--- src/rtl/scaler_h_step_ctrl.sv ---
// Horizontal scaler configuration controller: computes the 4.12 scale step
// with a sequential restoring divider, applies it on the next frame boundary
// and checks output line lengths against the active output width.
module scaler_h_step_ctrl #(
  parameter int unsigned W_WIDTH    = 12,
  parameter int unsigned FRAC_BITS  = 12,
  parameter int unsigned STEP_WIDTH = 16
) (
  input  logic                  clk,
  input  logic                  rst,
  input  logic [W_WIDTH-1:0]    cfg_in_w,
  input  logic [W_WIDTH-1:0]    cfg_out_w,
  input  logic                  cfg_wr,
  output logic                  cfg_busy,
  output logic                  cfg_err,
  input  logic                  vs_i,
  input  logic                  de_mon,
  input  logic                  hs_mon,
  output logic [STEP_WIDTH-1:0] scale_step,
  output logic                  step_upd,
  output logic                  line_err
);

  localparam int unsigned DIV_W  = W_WIDTH + FRAC_BITS;
  localparam int unsigned ITER_W = $clog2(DIV_W);
  localparam int unsigned CNT_W  = W_WIDTH + 1;

  localparam logic [STEP_WIDTH-1:0] STEP_ONE = STEP_WIDTH'(1) << FRAC_BITS;
  localparam logic [STEP_WIDTH-1:0] STEP_MAX = {STEP_WIDTH{1'b1}};
  localparam logic [CNT_W-1:0]      CNT_MAX  = {CNT_W{1'b1}};

  typedef enum logic [1:0] {
    ST_IDLE = 2'd0,
    ST_DIV  = 2'd1,
    ST_PEND = 2'd2
  } state_e;

  state_e                state_q, state_d;
  logic [W_WIDTH-1:0]    out_w_q, out_w_d;
  logic [DIV_W-1:0]      dq_q, dq_d;
  logic [W_WIDTH-1:0]    rem_q, rem_d;
  logic [ITER_W-1:0]     iter_q, iter_d;
  logic [STEP_WIDTH-1:0] result_q, result_d;
  logic [STEP_WIDTH-1:0] step_q, step_d;
  logic [W_WIDTH-1:0]    act_w_q, act_w_d;
  logic                  busy_q, busy_d;
  logic                  err_q, err_d;
  logic                  upd_q, upd_d;
  logic                  vs_d_q, vs_d_d;
  logic                  hs_d_q, hs_d_d;
  logic [CNT_W-1:0]      cnt_q, cnt_d;
  logic                  lerr_q, lerr_d;

  logic [W_WIDTH:0]      rem_sh;
  logic [W_WIDTH:0]      rem_sub;
  logic                  q_bit;
  logic [DIV_W-1:0]      quo_next;
  logic [W_WIDTH-1:0]    rem_next;
  logic                  vs_rise;
  logic                  hs_rise;

  // One restoring-division step: dividend bits shift out of dq while quotient bits shift in
  always_comb begin
    rem_sh   = {rem_q, dq_q[DIV_W-1]};
    rem_sub  = rem_sh - {1'b0, out_w_q};
    q_bit    = (rem_sh >= {1'b0, out_w_q});
    quo_next = {dq_q[DIV_W-2:0], q_bit};
    rem_next = q_bit ? rem_sub[W_WIDTH-1:0] : rem_sh[W_WIDTH-1:0];
    vs_rise  = vs_i & ~vs_d_q;
    hs_rise  = hs_mon & ~hs_d_q;
  end

  // Configuration FSM: capture, divide, hold until frame boundary
  always_comb begin
    state_d  = state_q;
    out_w_d  = out_w_q;
    dq_d     = dq_q;
    rem_d    = rem_q;
    iter_d   = iter_q;
    result_d = result_q;
    step_d   = step_q;
    act_w_d  = act_w_q;
    busy_d   = busy_q;
    err_d    = err_q;
    upd_d    = 1'b0;
    case (state_q)
      ST_IDLE: begin
        if (cfg_wr) begin
          out_w_d = cfg_out_w;
          dq_d    = {cfg_in_w, {FRAC_BITS{1'b0}}};
          rem_d   = '0;
          iter_d  = '0;
          if (cfg_out_w == '0) begin
            err_d = 1'b1;
          end else begin
            err_d   = 1'b0;
            busy_d  = 1'b1;
            state_d = ST_DIV;
          end
        end
      end
      ST_DIV: begin
        dq_d   = quo_next;
        rem_d  = rem_next;
        iter_d = iter_q + ITER_W'(1);
        if (iter_q == ITER_W'(DIV_W - 1)) begin
          state_d = ST_PEND;
          if (quo_next > DIV_W'(STEP_MAX)) begin
            result_d = STEP_MAX;
            err_d    = 1'b1;
          end else if (quo_next == '0) begin
            result_d = STEP_WIDTH'(1);
            err_d    = 1'b1;
          end else begin
            result_d = quo_next[STEP_WIDTH-1:0];
          end
        end
      end
      ST_PEND: begin
        if (vs_rise) begin
          step_d  = result_q;
          act_w_d = out_w_q;
          upd_d   = 1'b1;
          busy_d  = 1'b0;
          state_d = ST_IDLE;
        end
      end
      default: state_d = ST_IDLE;
    endcase
  end

  // Line-length monitor: count de per line, compare on hs rise outside vsync
  always_comb begin
    vs_d_d = vs_i;
    hs_d_d = hs_mon;
    cnt_d  = cnt_q;
    lerr_d = 1'b0;
    if (vs_i) begin
      cnt_d = '0;
    end else if (hs_rise) begin
      if ((cnt_q != '0) && (act_w_q != '0) && (cnt_q != {1'b0, act_w_q})) begin
        lerr_d = 1'b1;
      end
      cnt_d = CNT_W'(de_mon);
    end else if (de_mon && (cnt_q != CNT_MAX)) begin
      cnt_d = cnt_q + CNT_W'(1);
    end
  end

  // State and datapath registers with synchronous reset
  always_ff @(posedge clk) begin
    if (rst) begin
      state_q  <= ST_IDLE;
      out_w_q  <= '0;
      dq_q     <= '0;
      rem_q    <= '0;
      iter_q   <= '0;
      result_q <= STEP_ONE;
      step_q   <= STEP_ONE;
      act_w_q  <= '0;
      busy_q   <= 1'b0;
      err_q    <= 1'b0;
      upd_q    <= 1'b0;
      vs_d_q   <= 1'b0;
      hs_d_q   <= 1'b0;
      cnt_q    <= '0;
      lerr_q   <= 1'b0;
    end else begin
      state_q  <= state_d;
      out_w_q  <= out_w_d;
      dq_q     <= dq_d;
      rem_q    <= rem_d;
      iter_q   <= iter_d;
      result_q <= result_d;
      step_q   <= step_d;
      act_w_q  <= act_w_d;
      busy_q   <= busy_d;
      err_q    <= err_d;
      upd_q    <= upd_d;
      vs_d_q   <= vs_d_d;
      hs_d_q   <= hs_d_d;
      cnt_q    <= cnt_d;
      lerr_q   <= lerr_d;
    end
  end

  assign cfg_busy   = busy_q;
  assign cfg_err    = err_q;
  assign scale_step = step_q;
  assign step_upd   = upd_q;
  assign line_err   = lerr_q;

endmodule

--- config.mk ---
export PLATFORM = sky130hd
export DESIGN_NAME = scaler_h_step_ctrl
export DESIGN_NICKNAME = d
export VERILOG_FILES = /design/src/rtl/scaler_h_step_ctrl.sv
export SDC_FILE = /design/constraint.sdc
export NUM_CORES = 1
export LEC_CHECK = 0
export CAP_MARGIN = 20
export CORE_UTILIZATION = 25
export CTS_CLUSTER_SIZE = 14
export DETAILED_ROUTE_END_ITERATION = 12
export PLACE_DENSITY = 0.37
export REMOVE_ABC_BUFFERS = 1
export SETUP_SLACK_MARGIN = 0.15
export SLEW_MARGIN = 20
export SYNTH_ARGS = -nofsm -noshare
export SYNTH_HDL_FRONTEND = slang
export SYNTH_SLANG_ARGS = --single-unit
--- constraint.sdc ---
create_clock -name clk -period 4.1 [get_ports clk]
set_input_delay 1.025 -clock clk [delete_from_list [all_inputs] [get_ports clk]]
set_output_delay 1.025 -clock clk [all_outputs]
set_load 0.02 [all_outputs]
# Word-level counts from Yosys, hierarchy flattened
# Cells that the tools add are included.
[totals]
ff_bits = 118
input_bits = 30
out_inout_bits = 20
[classes]
addsub = 3
order_cmp = 2
n_eq_ne = 10
n_mux = 28
bitwise_logic = 6
reduce_logical = 22
[ops]
columns = ["cell", "count"]
rows = [
  ["$pmux W24 S2", 1],
  ["$mux W16", 2],
  ["$gt A24 B16 Y1 const B", 1],
  ["$logic_not A24 Y1", 1],
  ["$mux W12", 2],
  ["$mux W24", 1],
  ["$pmux W12 S2", 1],
  ["$add A13 B1 Y13 const B", 1],
  ["$ge A13 B12 Y1", 1],
  ["$ne A13 B12 Y1", 1],
  ["$ne A13 B13 Y1 const B", 1],
  ["$reduce_bool A13 Y1", 1],
  ["$logic_not A12 Y1", 1],
  ["$mux W1", 12],
  ["$reduce_and A4 Y1", 3],
  ["$reduce_bool A12 Y1", 1],
  ["$sub A12 B12 Y12", 1],
  ["$pmux W5 S2", 1],
  ["$mux W2", 4],
  ["$ne A2 B2 Y1 const B", 4],
  ["$reduce_and A2 Y1", 4],
  ["$pmux W2 S3", 1],
  ["$reduce_bool A2 Y1", 3],
  ["$reduce_or A3 Y1", 2],
  ["12 further kinds", 20],
]

# Logic depth before layout (Yosys ltp)
# Gate-level depths: netlist of run 1.
[logic_depth]
word_depth = 6
ltp_mapped = 10
mapped_depth_nobuf = 9

# Least setup slack after synthesis of run 1
# No wires, ideal clock.
[synth_timing]
path_kind = "reg-to-reg"
startpoint = "register out_w_q[1]"
endpoint = "register rem_q[3]"
setup_time_ns = 0.127
arrival_ns = 2.040
t_required_ns = 3.973
slack_ns = 1.933
stages_incl_launch_ff = 10
path_buffers = 1
period_less_slack_ns = 2.167
path_cell_list = "dfxtp_1 inv_1 ha_1 nor2b_1 o2111ai_1 a211oi_2 nor3b_4 buf_6 mux2i_1 o21ai_1"
[synth_between]
elab_chain_len = 3
elab_cells_between_ends = 4
classes_between = "add/sub: 1; order compare: 1; mux: 2"
[synth_lines]
columns = ["element", "line_no", "rtl"]
rows = [
  ["from (decl)", "39", "logic [W_WIDTH-1:0] out_w_q, out_w_d;"],
  ["from (signal assigned)", "170", "out_w_q <= out_w_d;"],
  ["$sub A12 B12 Y12 or $ge A13 B12 Y1 (tied branches)", "65, 66", ""],
  ["$mux W12 (*)", "68", "rem_next = q_bit ? rem_sub[W_WIDTH-1:0] : rem_sh[W_WIDTH-1:0];"],
  ["$pmux W12 S2 (*)", "86", "case (state_q)"],
  ["to (signal assigned)", "172", "rem_q <= rem_d;"],
  ["to (decl)", "41", "logic [W_WIDTH-1:0] rem_q, rem_d;"],
]
# Every way passes the cells marked *; elsewhere a longest branch is shown, timed or not.
# A chain may end at the register's enable or synchronous reset.

# Worst setup path after layout of run 1
[layout_timing]
startpoint = "register out_w_q[8]"
endpoint = "register rem_q[1]"
[layout_between]
elab_chain_len = 3
[layout_lines]
columns = ["element", "line_no", "rtl"]
rows = [
  ["$ge A13 B12 Y1", "66", "q_bit = (rem_sh >= {1'b0, out_w_q});"],
  ["$mux W12", "68", ""],
  ["$pmux W12 S2", "86", ""],
]
# Every way passes these cells.

==> out/summary.log, run 1 <==
INFO  layout         final_cell_mix=nand2_1 (145), dfxtp_1 (118), nor2_1 (71)
INFO  layout         antenna-diode-count=0
INFO  pwr            switching_share=31.1%
INFO  floorplan      start_util=25.6%
INFO  job            drv_cap=0
INFO  critical_path  cp_data_arrival_time=3100ps
INFO  layout         postLayoutCellArea=6770µm²
INFO  global_route   grtUsageTotal=14.4%
INFO  critical_path  critical_path.startpoint_type=register
INFO  floorplan      boundaryPins=50
INFO  clock_tree     largest_buffer_count_on_any_clock_path=2
INFO  critical_path  cp_max_fo=11
INFO  drt            wl_per_cell=15.1µm
INFO  placement      port-buffer-count=49
INFO  placement      routabilityCongestion=0.835
INFO  timing         worst_hold_slack=450ps
INFO  clock_tree     clkTransAtPathRegs=60ps
INFO  layout         share_of_cells_above_drive_strength_1=7.70%
INFO  layout         layout.cells.most_common=nand2_1
INFO  pwr            p_per_cell_area=555nW/µm²
INFO  critical_path  criticalPathCategory=reg -> reg
INFO  floorplan      core-area=21,100µm²
INFO  clock_tree     post_cts.resized_instances=0
INFO  drt            avgViaCountPerCell=4.74
INFO  timing         finalClockSkew=8.38ps
INFO  timing         max_slew.worst_pin.slew=1040ps
INFO  pwr            p_leak=2.54nW
INFO  pwr            vdd_ir_drop_max=280µV
INFO  yosys          synth_top_flop_cell=dfxtp_1
INFO  floorplan      placementRows=53
INFO  clock_tree     tritoncts=yes
INFO  clock_tree     clk_latency=410ps
INFO  drt            drtPass1Iterations=4
INFO  timing         final.setup.worst_slack=1340ps
INFO  status         outcome=finished clean
INFO  clock_tree     cts_hold_buf=0
INFO  drt            vias=4,749
INFO  timing         finalCriticalPeriod=2760ps
INFO  clock_tree     post-cts-setup-buffer-count=0
INFO  yosys          syn_inst=677
INFO  yosys          synth_enable_flop_cells=0
INFO  yosys          ys_seq_elements=118
INFO  yosys          ys_async_sr_fraction=0%
INFO  layout         syn_to_final_growth=25.2%
INFO  pwr            pwr-share-comb=24.6%
INFO  timing         fin_crit_sh=67.4%
INFO  timing         setup_tns=0ps
INFO  layout         final_core_utilization=32.1%
INFO  global_route   antenna_violations_before_repair=0
INFO  drt            drt_wl_total=15,100µm
INFO  yosys          syn-cell-area=5410µm²
INFO  global_route   grt_pass1_vias=4,672
INFO  drt            drc=0
INFO  floorplan      floorplan.die.height=149µm
INFO  drt            ant_nets=0
INFO  pwr            clkPwrFrac=41.9%
INFO  floorplan      die-width=149µm
INFO  critical_path  crit_path_cell_trace=inv_1 -> ha_1 -> a21oi_2 -> o21ai_1 -> o21ba_2 -> nor3b_4 -> buf_4 -> mux2_2 -> o21ai_0
INFO  pwr            sequential_share_of_power=33.5%
INFO  timing         grt_setup_unrepaired=no
INFO  yosys          yosysUniqueCellTypes=57
INFO  drt            first_iter_violations=283
INFO  clock_tree     root_buffer=clkbuf_16
INFO  yosys          avgSynthCellArea=7.98µm²
INFO  critical_path  timing.critical_path.to_type=register
INFO  timing         max_clock_freq=0.362GHz
INFO  critical_path  crit_path_top_delay_cell=nor3b_4
INFO  timing         final_max_slew_viol_count=0
INFO  layout         total_number_of_nets_in_the_final_design=760
INFO  global_route   first_pass_grt_wire_length=24,800µm
INFO  yosys          synth-seq-area-share=43.7%
INFO  clock_tree     tritoncts.num_buffers=17
INFO  layout         fin_cells=1,002
INFO  critical_path  worst-endpoint-required=4440ps
INFO  placement      dp_cells=970
INFO  pwr            net-switching-power=1.17mW
INFO  timing         relSlewSlack=30.6%
INFO  timing         finalSetupViolations=0
INFO  clock_tree     cts.htree.levels=4
INFO  global_route   grt_ovf=0
INFO  placement      placed_area=6150µm²
INFO  timing         timing.final.hold_violations=0
INFO  placement      pre_cts_slack=1260ps
INFO  clock_tree     clkSinkCount=118
INFO  pwr            totalPowerFinal=3.76mW
INFO  placement      dp.final_hpwl=10,600µm
INFO  critical_path  crit_path_max_cell_delay=460ps
INFO  yosys          yosysWarnings=0
INFO  pwr            p_int=2.59mW
INFO  global_route   pin_count_of_the_biggest_net_entering_global_routing=54
INFO  worst_hold_path min-delay-path-class=reg -> reg
INFO  floorplan      die_area=22,200µm²
[Yosys cell counts, types with 4 or more instances]
master / count / area share, %
a211oi_1: 4 / 0.56
a21oi_1: 56 / 5.2
a22oi_1: 12 / 1.7
a311oi_1: 16 / 2.6
buf_2: 6 / 0.56
clkbuf_1: 28 / 1.9
dfxtp_1: 118 / 44
ha_1: 15 / 3.5
inv_1: 24 / 1.7
mux2i_1: 7 / 1.3
nand2_1: 145 / 10
nand2b_1: 6 / 0.69
nand3_1: 11 / 1.0
nand4_1: 6 / 0.69
nor2_1: 72 / 5.0
nor2b_1: 5 / 0.58
nor3_1: 11 / 1.0
nor4_1: 16 / 1.9
o21ai_0: 28 / 2.6
o21ai_1: 6 / 0.56
or3_1: 8 / 0.93
xnor2_1: 5 / 0.81
xor2_1: 16 / 2.6
[metal layers]
layer	part of all wire [%]	routed length (µm)	vias to the layer above	track usage (%)
met1	48	7210	2226	18.1
li1	-	-	2434	-
met4	1.5	221	0	5.05
met5	0	0	-	0
met3	2.7	415	16	3.00
met2	48	7260	73	24.4
[critical path, delay by kind of cell, from the launching register on]
| kind | cells | cell delay (ps) |
|---|---|---|
| AOI/OAI and AO/OA | 4 | 770 |
| adders and majority gates | 1 | 390 |
| buffers and inverters | 2 | 370 |
| DFF | 1 | 350 |
| muxes | 1 | 350 |
| and+or+nand+nor | 1 | 460 |
[power by group through the flow]
stage	registers, mW	clock network (mW)	logic [mW]
CTS	1.26	1.62	0.928
global route	1.27	1.67	1.03
floorplan	1.26	0	0.684
detailed placement	1.28	0	0.925
global placement	1.28	0	0.918
finish	1.26	1.57	0.923
[sequential cells by signal, indices dropped and copies added, names as in the netlist, 2 cells and up]
register    cells
out_w_q        12
dq_q           24
rem_q          12
act_w_q        12
scale_step     16
state_q         2
result_q       16
cnt_q          13
iter_q          5
[layout make-up]
class	count	area, µm²
fill	2266	14300
multi-input combinational	496	2790
sequential	118	2360
timing repair buffer	57	558
clock buffer	17	425
tap	275	344
clock inverter	15	193
inverter	24	90.1
[cells by family after synthesis]
family                   share of synthesized area (%)
AND/OR/NAND/NOR                                   24.4
XOR/XNOR                                          3.40
adder cells (fa/ha/maj)                           3.84
flip-flops                                        43.7
multiplexers                                      1.71
AO/OA/AOI/OAI                                     18.1
buffers and inverters                             4.79
[path summary, 6_finish.rpt]
check	startpoint	end	slack [ps]	depth (start not counted)
setup reg to reg	out_w_q[8]	rem_q[1]	1340	9
hold reg to reg	scale_step[14]	scale_step[14]	450	2
setup / recovery	out_w_q[8]	rem_q[1]	1340	9
hold / removal	scale_step[14]	scale_step[14]	450	2
Power figures use the tool's default switching activity.
==> inputs of run 2 (changes only) <==
--- a/config.mk
+++ b/config.mk
@@ -9,7 +9,7 @@
 export CORE_UTILIZATION = 25
 export CTS_CLUSTER_SIZE = 14
 export DETAILED_ROUTE_END_ITERATION = 12
-export PLACE_DENSITY = 0.37
+export PLACE_DENSITY = 0.39
 export REMOVE_ABC_BUFFERS = 1
 export SETUP_SLACK_MARGIN = 0.15
 export SLEW_MARGIN = 20
==> constraint.sdc (replaced) <==
create_clock -name clk -period 2.3 [get_ports clk]
set_input_delay 0.575 -clock clk [delete_from_list [all_inputs] [get_ports clk]]
set_output_delay 0.575 -clock clk [all_outputs]
set_load 0.02 [all_outputs]
==> run 2 against run 1 <==
  * Cell area increased by 10%
  * Combinational power rose to 2.8 times the previous value
  * Clock-buffer cell count is 8 higher
  * Critical path depth is 1 higher
  * Clock power rose by 77%
  * Register-to-register slack got worse by 1200 ps
  * Wire length up 3.8%
  * Global-route usage increased by 0.43 points
  * Worst setup slack worse by 1200 ps
  * Non-clock buffer count grew 53
  * Critical path type unchanged
  * Largest cell class unchanged
==> out/summary.log, run 2 (same netlist as run 1, synthesis figures left out) <==
INFO  timing         finalSetupViolations=0 [unchanged]
INFO  timing         timing.final.hold_violations=0 [unchanged]
INFO  critical_path  cp.depth=10 [+1]
INFO  layout         largest_register_ff_count=24 [unchanged]
INFO  layout         share_of_cells_above_drive_strength_1=19.1% [+11 points]
INFO  timing         max_clock_freq=0.453GHz [+25%]
INFO  drt            ant_nets=0 [unchanged]
INFO  floorplan      floorplan.die.height=149µm [unchanged]
INFO  clock_tree     tritoncts.num_buffers=17 [unchanged]
INFO  layout         num-fill-cells=2,213 [-2.3%]
INFO  critical_path  crit_path_top_delay_cell=or4b_1
INFO  clock_tree     largest_buffer_count_on_any_clock_path=2 [unchanged]
INFO  timing         finalClockSkew=10.5ps [+2.09 ps]
INFO  critical_path  worst-r2r-setup-slack=90ps [-1250 ps]
INFO  critical_path  cell_class_contributing_the_biggest_share_of_worst_path_delay=simple AND/OR/NAND/NOR gates
INFO  global_route   grtUsageTotal=14.9% [+0.43 points]
INFO  pwr            switching_share=29.1% [-1.9 points]
INFO  floorplan      boundaryPins=50 [unchanged]
INFO  critical_path  critical_path.startpoint_type=register
INFO  clock_tree     root_buffer=clkbuf_16
INFO  critical_path  worstSetupStartpoint=out_w_q[5]
INFO  critical_path  cp_data_arrival_time=2580ps [-520 ps]
INFO  timing         max_slew.worst_pin.slew=921ps [-116 ps]
INFO  critical_path  worst-endpoint-required=2670ps [-1770 ps]
INFO  layout         syn_to_final_growth=37.8%
INFO  floorplan      placementRows=53 [unchanged]
INFO  critical_path  cp_max_fo=7 [-4]
INFO  layout         postLayoutCellArea=7450µm² [+10%]
INFO  floorplan      die-width=149µm [unchanged]
INFO  timing         final_max_slew_viol_count=0 [unchanged]
INFO  layout         fin_cells=1,055 [+5.3%]
INFO  global_route   grt_ovf=0 [unchanged]
INFO  drt            drtPass1Iterations=4 [unchanged]
INFO  global_route   grt_pass1_vias=4,783 [+2.4%]
INFO  critical_path  worstPathBufferInverterCount=3 [+1]
INFO  pwr            pwr-share-comb=34.2% [+9.6 points]
INFO  drt            drt_wl_total=15,700µm [+3.8%]
INFO  placement      routabilityCongestion=0.847 [+1.5%]
INFO  critical_path  crit_path_cell_trace=inv_1 -> ha_4 -> nand4_1 -> nor3_1 -> o21ba_2 -> nor3b_4 -> buf_6 -> buf_8 -> or4b_1 -> nand2_1
INFO  drt            drc=0 [unchanged]
INFO  critical_path  criticalPathCategory=reg -> reg
INFO  status         outcome=finished clean
INFO  placement      dp_cells=1,008 [+3.9%]
INFO  pwr            p_per_cell_area=1030nW/µm² [+86%]
INFO  global_route   first_pass_grt_wire_length=25,300µm [+2.1%]
INFO  clock_tree     clk_latency=420ps [about the same]
INFO  critical_path  crit_path_max_cell_delay=510ps [+50 ps]
INFO  drt            vias=4,981 [+4.9%]
INFO  drt            first_iter_violations=226 [-20%]
INFO  layout         sequential_cell_area=2390µm² [+1.0%]
INFO  critical_path  worst_setup_path_endpoint=rem_q[8]
INFO  pwr            net-switching-power=2.24mW [+92%]
INFO  critical_path  timing.critical_path.to_type=register
INFO  global_route   pin_count_of_the_biggest_net_entering_global_routing=29 [-46%]
INFO  timing         grt_setup_unrepaired=yes
INFO  worst_hold_path min-delay-path-class=reg -> reg
INFO  critical_path  r2r-end=rem_q[8]
INFO  timing         relSlewSlack=38.4% [+7.8 points]
INFO  pwr            clkPwrFrac=36.2% [-5.7 points]
INFO  layout         antenna-diode-count=0 [unchanged]
INFO  pwr            vdd_ir_drop_max=485µV [+73%]
INFO  global_route   antenna_violations_before_repair=0 [unchanged]
INFO  floorplan      core-area=21,100µm² [unchanged]
INFO  floorplan      die_area=22,200µm² [unchanged]
INFO  placement      dp.final_hpwl=11,300µm [+6.5%]
INFO  layout         multi_input_comb_area=3030µm² [+8.5%]
INFO  clock_tree     tritoncts=yes
INFO  clock_tree     clkSinkCount=118 [unchanged]
INFO  layout         layout.cells.most_common=nand2_1
INFO  layout         top_register_by_number_of_flip_flops=dq_q
INFO  critical_path  r2r_start=out_w_q[5]
INFO  timing         fin_crit_sh=96.0% [+29 points]
INFO  drt            avgViaCountPerCell=4.72 [-0.38%]
INFO  pwr            sequential_share_of_power=29.5% [-4.0 points]
INFO  clock_tree     cts.htree.levels=4 [unchanged]
INFO  pwr            p_int=5.45mW [+110%]
INFO  placement      placed_area=6440µm² [+4.8%]
INFO  job            drv_cap=0 [unchanged]
INFO  floorplan      start_util=25.6% [unchanged]
INFO  layout         total_number_of_nets_in_the_final_design=813 [+7.0%]
INFO  timing         finalCriticalPeriod=2210ps [-554 ps]
INFO  critical_path  worst-r2r-cell-count=10 [+1]
INFO  clock_tree     clkTransAtPathRegs=60ps [about the same]
INFO  pwr            p_leak=2.85nW [+12%]
INFO  layout         final_cell_mix=nand2_1 (144), dfxtp_1 (101), nor2_1 (72)
INFO  placement      port-buffer-count=49 [unchanged]
INFO  drt            wl_per_cell=14.9µm [-1.4%]
==> run 2: changes by cell type in the layout (fill, tap and decap cells not counted), moves of 5 or more <==
cell and change:
buf_4 +48, dfxtp_1 -17, dfxtp_2 +16, ha_1 -11
ha_4 +10, inv_1 -5, inv_2 +5, inv_6 -5
==> run 2: worst min-delay path: stages, from the launching register on <==
cell,delay (ps)
dfxtp_1,310
nand2_1,50
a21oi_1,50
==> run 2: area by class of cell <==
class                   instances  share of cell area [%]
well taps                     275                    4.62
multi-input cells             496                    40.7
flip-flops and latches        118                    32.0
inverters                      24                    1.21
clock inverters                 7                    1.56
clock buffers                  25                    6.65
repair buffers                110                    13.2
==> run 2: repair_timing <==
action	CTS	global route
resized for setup	31	28
setup endpoints to repair	15	15
pin swaps	12	20
gates cloned	0	0
hold buffers	0	0
setup buffers	4	11
==> run 2: through the flow <==
stage | hold WS, ps | utilization (%) | setup WS [ps] | power, mW | TNS, ps
after floorplan | 425 | - | -249 | 3.47 | -7620
after global placement | 442 | 30.6 | 1.52 | 4.31 | 0
after detailed placement | 447 | 30.6 | -2.51 | 4.30 | -2.51
after CTS | 455 | 34.4 | 95.7 | 7.44 | 0
after global routing | 472 | 35.3 | 21.6 | 8.11 | 0
final | 450 | 35.3 | 91.3 | 7.69 | 0
==> run 2: how the worst min path moves through the flow <==
stage,startpoint,end,cells after the start
6_report,result_q[0],scale_step[0],2
5_1_grt,result_q[6],scale_step[6],2
4_1_cts,scale_step[9],scale_step[9],2
3_5_place_dp,result_q[0],scale_step[0],2
3_3_place_gp,result_q[14],result_q[14],2
2_1_floorplan,result_q[10],result_q[10],2
==> run 2: power groups by stage <==
stage | combinational, mW | clock [mW] | sequential (mW)
floorplan | 1.22 | 0 | 2.25
global placement | 2.03 | 0 | 2.28
detailed placement | 2.02 | 0 | 2.28
CTS | 2.33 | 2.86 | 2.26
global route | 2.86 | 2.97 | 2.29
finish | 2.63 | 2.78 | 2.27
==> run 2: metal layers <==
metal	GRT usage, %	wire [µm]	share of wire, %
met5	0	0	0
met4	6.12	252	1.6
met3	3.82	569	3.6
met2	23.0	7260	46
met1	19.5	7590	48
==> inputs of run 3 (changes only) <==
--- a/config.mk
+++ b/config.mk
@@ -11,7 +11,7 @@
 export DETAILED_ROUTE_END_ITERATION = 12
 export PLACE_DENSITY = 0.39
 export REMOVE_ABC_BUFFERS = 1
-export SETUP_SLACK_MARGIN = 0.15
+export SETUP_SLACK_MARGIN = 0.05
 export SLEW_MARGIN = 20
 export SYNTH_ARGS = -nofsm -noshare
 export SYNTH_HDL_FRONTEND = slang
==> run 3 against run 2 <==
  * Register-to-register slack about the same
  * Clock power about the same
  * Utilization down 0.49 points
  * Fmax up 0.52%
  * Hold slack better by 1.2 ps
  * Combinational power down 8.4%
  * Clock skew about the same
  * Worst setup slack better by 12 ps
  * Cell area down 1.4%
==> out/summary.log, run 3 (same netlist as run 1, synthesis figures left out) <==
INFO  critical_path  worst-r2r-setup-slack=100ps [about the same]
INFO  drt            ant_nets=0 [unchanged]
INFO  clock_tree     tritoncts.num_buffers=17 [unchanged]
INFO  status         outcome=finished clean
INFO  clock_tree     root_buffer=clkbuf_16
INFO  worst_hold_path worst_hold_startpoint=scale_step[9]
INFO  layout         antenna-diode-count=0 [unchanged]
INFO  layout         top_register_by_number_of_flip_flops=dq_q
INFO  drt            drt_wl_total=15,500µm [-1.4%]
INFO  timing         max_slew.worst_pin.slew=924ps [+3.18 ps]
INFO  drt            vias=4,939 [-0.84%]
INFO  job            drv_cap=0 [unchanged]
INFO  layout         final_cell_mix=nand2_1 (145), dfxtp_1 (108), nor2_1 (72)
INFO  clock_tree     clkTransAtPathRegs=60ps [about the same]
INFO  timing         finalSetupViolations=0 [unchanged]
INFO  critical_path  critical_path.startpoint_type=register
INFO  critical_path  worst-endpoint-required=2670ps [about the same]
INFO  critical_path  cp_data_arrival_time=2560ps [-20 ps]
INFO  timing         setup_tns=0ps [unchanged]
INFO  drt            drtPass1Iterations=4 [unchanged]
INFO  global_route   grtUsageTotal=14.8% [-0.020 points]
INFO  clock_tree     largest_buffer_count_on_any_clock_path=2 [unchanged]
INFO  clock_tree     tritoncts=yes
INFO  timing         finalClockSkew=10.7ps [+0.211 ps]
INFO  critical_path  worstSetupStartpoint=out_w_q[7]
INFO  timing         max_clock_freq=0.455GHz [+0.52%]
INFO  clock_tree     cts.htree.levels=4 [unchanged]
INFO  timing         grt_setup_unrepaired=yes
INFO  pwr            vdd_ir_drop_max=481µV [-0.77%]
INFO  placement      dp.final_hpwl=11,300µm [unchanged]
INFO  timing         final_max_slew_viol_count=0 [unchanged]
INFO  clock_tree     clkSinkCount=118 [unchanged]
INFO  floorplan      boundaryPins=50 [unchanged]
INFO  critical_path  r2r_start=out_w_q[7]
INFO  floorplan      floorplan.die.height=149µm [unchanged]
INFO  layout         syn_to_final_growth=35.9%
INFO  drt            drc=0 [unchanged]
INFO  global_route   grt_pass1_vias=4,801 [+0.38%]
INFO  critical_path  criticalPathCategory=reg -> reg
INFO  placement      placed_area=6440µm² [unchanged]
INFO  global_route   grt_ovf=0 [unchanged]
INFO  timing         fin_crit_sh=95.5% [-0.50 points]
INFO  timing         timing.final.hold_violations=0 [unchanged]
INFO  placement      routabilityCongestion=0.847 [unchanged]
INFO  drt            wl_per_cell=14.7µm [-0.79%]
INFO  layout         postLayoutCellArea=7350µm² [-1.4%]
INFO  floorplan      placementRows=53 [unchanged]
INFO  drt            avgViaCountPerCell=4.71 [-0.28%]
INFO  layout         share_of_cells_above_drive_strength_1=16.8% [-2.3 points]
INFO  global_route   pin_count_of_the_biggest_net_entering_global_routing=29 [unchanged]
INFO  placement      port-buffer-count=49 [unchanged]
INFO  critical_path  cp_max_fo=8 [+1]
INFO  floorplan      die-width=149µm [unchanged]
INFO  timing         worst_hold_slack=451ps [+1.21 ps]
INFO  critical_path  worstPathBufferInverterCount=3 [unchanged]
INFO  layout         layout.cells.most_common=nand2_1
INFO  floorplan      start_util=25.6% [unchanged]
INFO  critical_path  crit_path_top_delay_cell=or4b_1
INFO  clock_tree     cts_hold_buf=0 [unchanged]
INFO  worst_hold_path min-delay-path-class=reg -> reg
INFO  layout         largest_register_ff_count=24 [unchanged]
INFO  timing         relSlewSlack=38.2% [-0.21 points]
INFO  global_route   antenna_violations_before_repair=0 [unchanged]
INFO  timing         finalCriticalPeriod=2200ps [-11.5 ps]
INFO  critical_path  crit_path_cell_trace=inv_1 -> ha_4 -> nand4_1 -> nor3_2 -> o21ba_4 -> nor3b_4 -> buf_6 -> buf_8 -> or4b_1 -> nand2_1
INFO  clock_tree     clk_latency=420ps [about the same]
INFO  drt            first_iter_violations=202 [-11%]
INFO  pwr            p_per_cell_area=1010nW/µm² [-1.7%]
INFO  global_route   first_pass_grt_wire_length=25,300µm [-0.11%]
INFO  critical_path  timing.critical_path.to_type=register
INFO  critical_path  cell_class_contributing_the_biggest_share_of_worst_path_delay=simple AND/OR/NAND/NOR gates
INFO  floorplan      core-area=21,100µm² [unchanged]
INFO  floorplan      die_area=22,200µm² [unchanged]
INFO  pwr            p_leak=2.81nW [-1.5%]
INFO  layout         total_number_of_nets_in_the_final_design=807 [-0.74%]
INFO  critical_path  crit_path_max_cell_delay=520ps [about the same]
==> run 3: changes by cell type in the layout (fill, tap and decap cells not counted), moves of 2 or more <==
cell / previous run / this run
a21oi_4: 3 / 1
dfxtp_1: 101 / 108
buf_4: 55 / 48
dfxtp_2: 16 / 10
==> run 3: metrics by stage <==
| step | total power [mW] | worst slack, ps | instances | utilization [%] |
|---|---|---|---|---|
| floorplan | 3.47 | -249 | 638 | - |
| global placement | 4.31 | 1.52 | 1008 | 30.6 |
| detailed placement | 4.30 | -2.51 | 1008 | 30.6 |
| CTS | 7.36 | 37.9 | 1042 | 34.3 |
| global route | 7.87 | 29.8 | 1049 | 34.8 |
| finish | 7.45 | 103 | 1049 | 34.8 |
==> run 3: worst paths after layout <==
path                   endpoint  cells past startpoint
setup / recovery       rem_q[8]                     10
hold reg to reg   scale_step[9]                      2
hold / removal    scale_step[9]                      2
setup reg to reg       rem_q[8]                     10
==> run 3: layer usage <==
metal  GRT usage (%)  part of all wire (%)  up-vias
met5               0                     0        -
met4            6.12                   1.6        0
met3            3.82                   3.0       18
met2            23.1                    46       73
met1            19.4                    49     2321
li1                -                     -     2527
==> run 3: where the power goes <==
group / total [mW] / switching [mW] / internal (mW) / leakage (nW)
combinational: 2.41 / 1.08 / 1.33 / 1.55
sequential: 2.26 / 0.108 / 2.15 / 0.962
clock: 2.79 / 0.967 / 1.82 / 0.298
total: 7.45 / 2.16 / 5.30 / 2.81
==> run 3: final cells by class <==
cell class / instances / area, µm²
fillers: 2223 / 13700
multi-input cells: 496 / 2980
flip-flops and latches: 118 / 2370
repair buffers: 104 / 946
clock buffers: 25 / 495
well taps: 275 / 344
clock inverters: 7 / 116
inverters: 24 / 90.1
==> run 3: what timing repair did <==
item	in CTS	in global routing
buffers inserted	2	7
resized for setup	22	22
cloned	0	0
endpoints found under the setup margin	11	9
endpoints found under the hold margin	0	0
pin swaps	8	17
==> run 3: worst register-to-register path: stages, from the launching register on <==
cell and delay (ps):
dfxtp_2 340, inv_1 80, ha_4 290, nand4_1 180, nor3_2 180, o21ba_4 180, nor3b_4 50, buf_6 130
buf_8 130, or4b_1 520, nand2_1 70
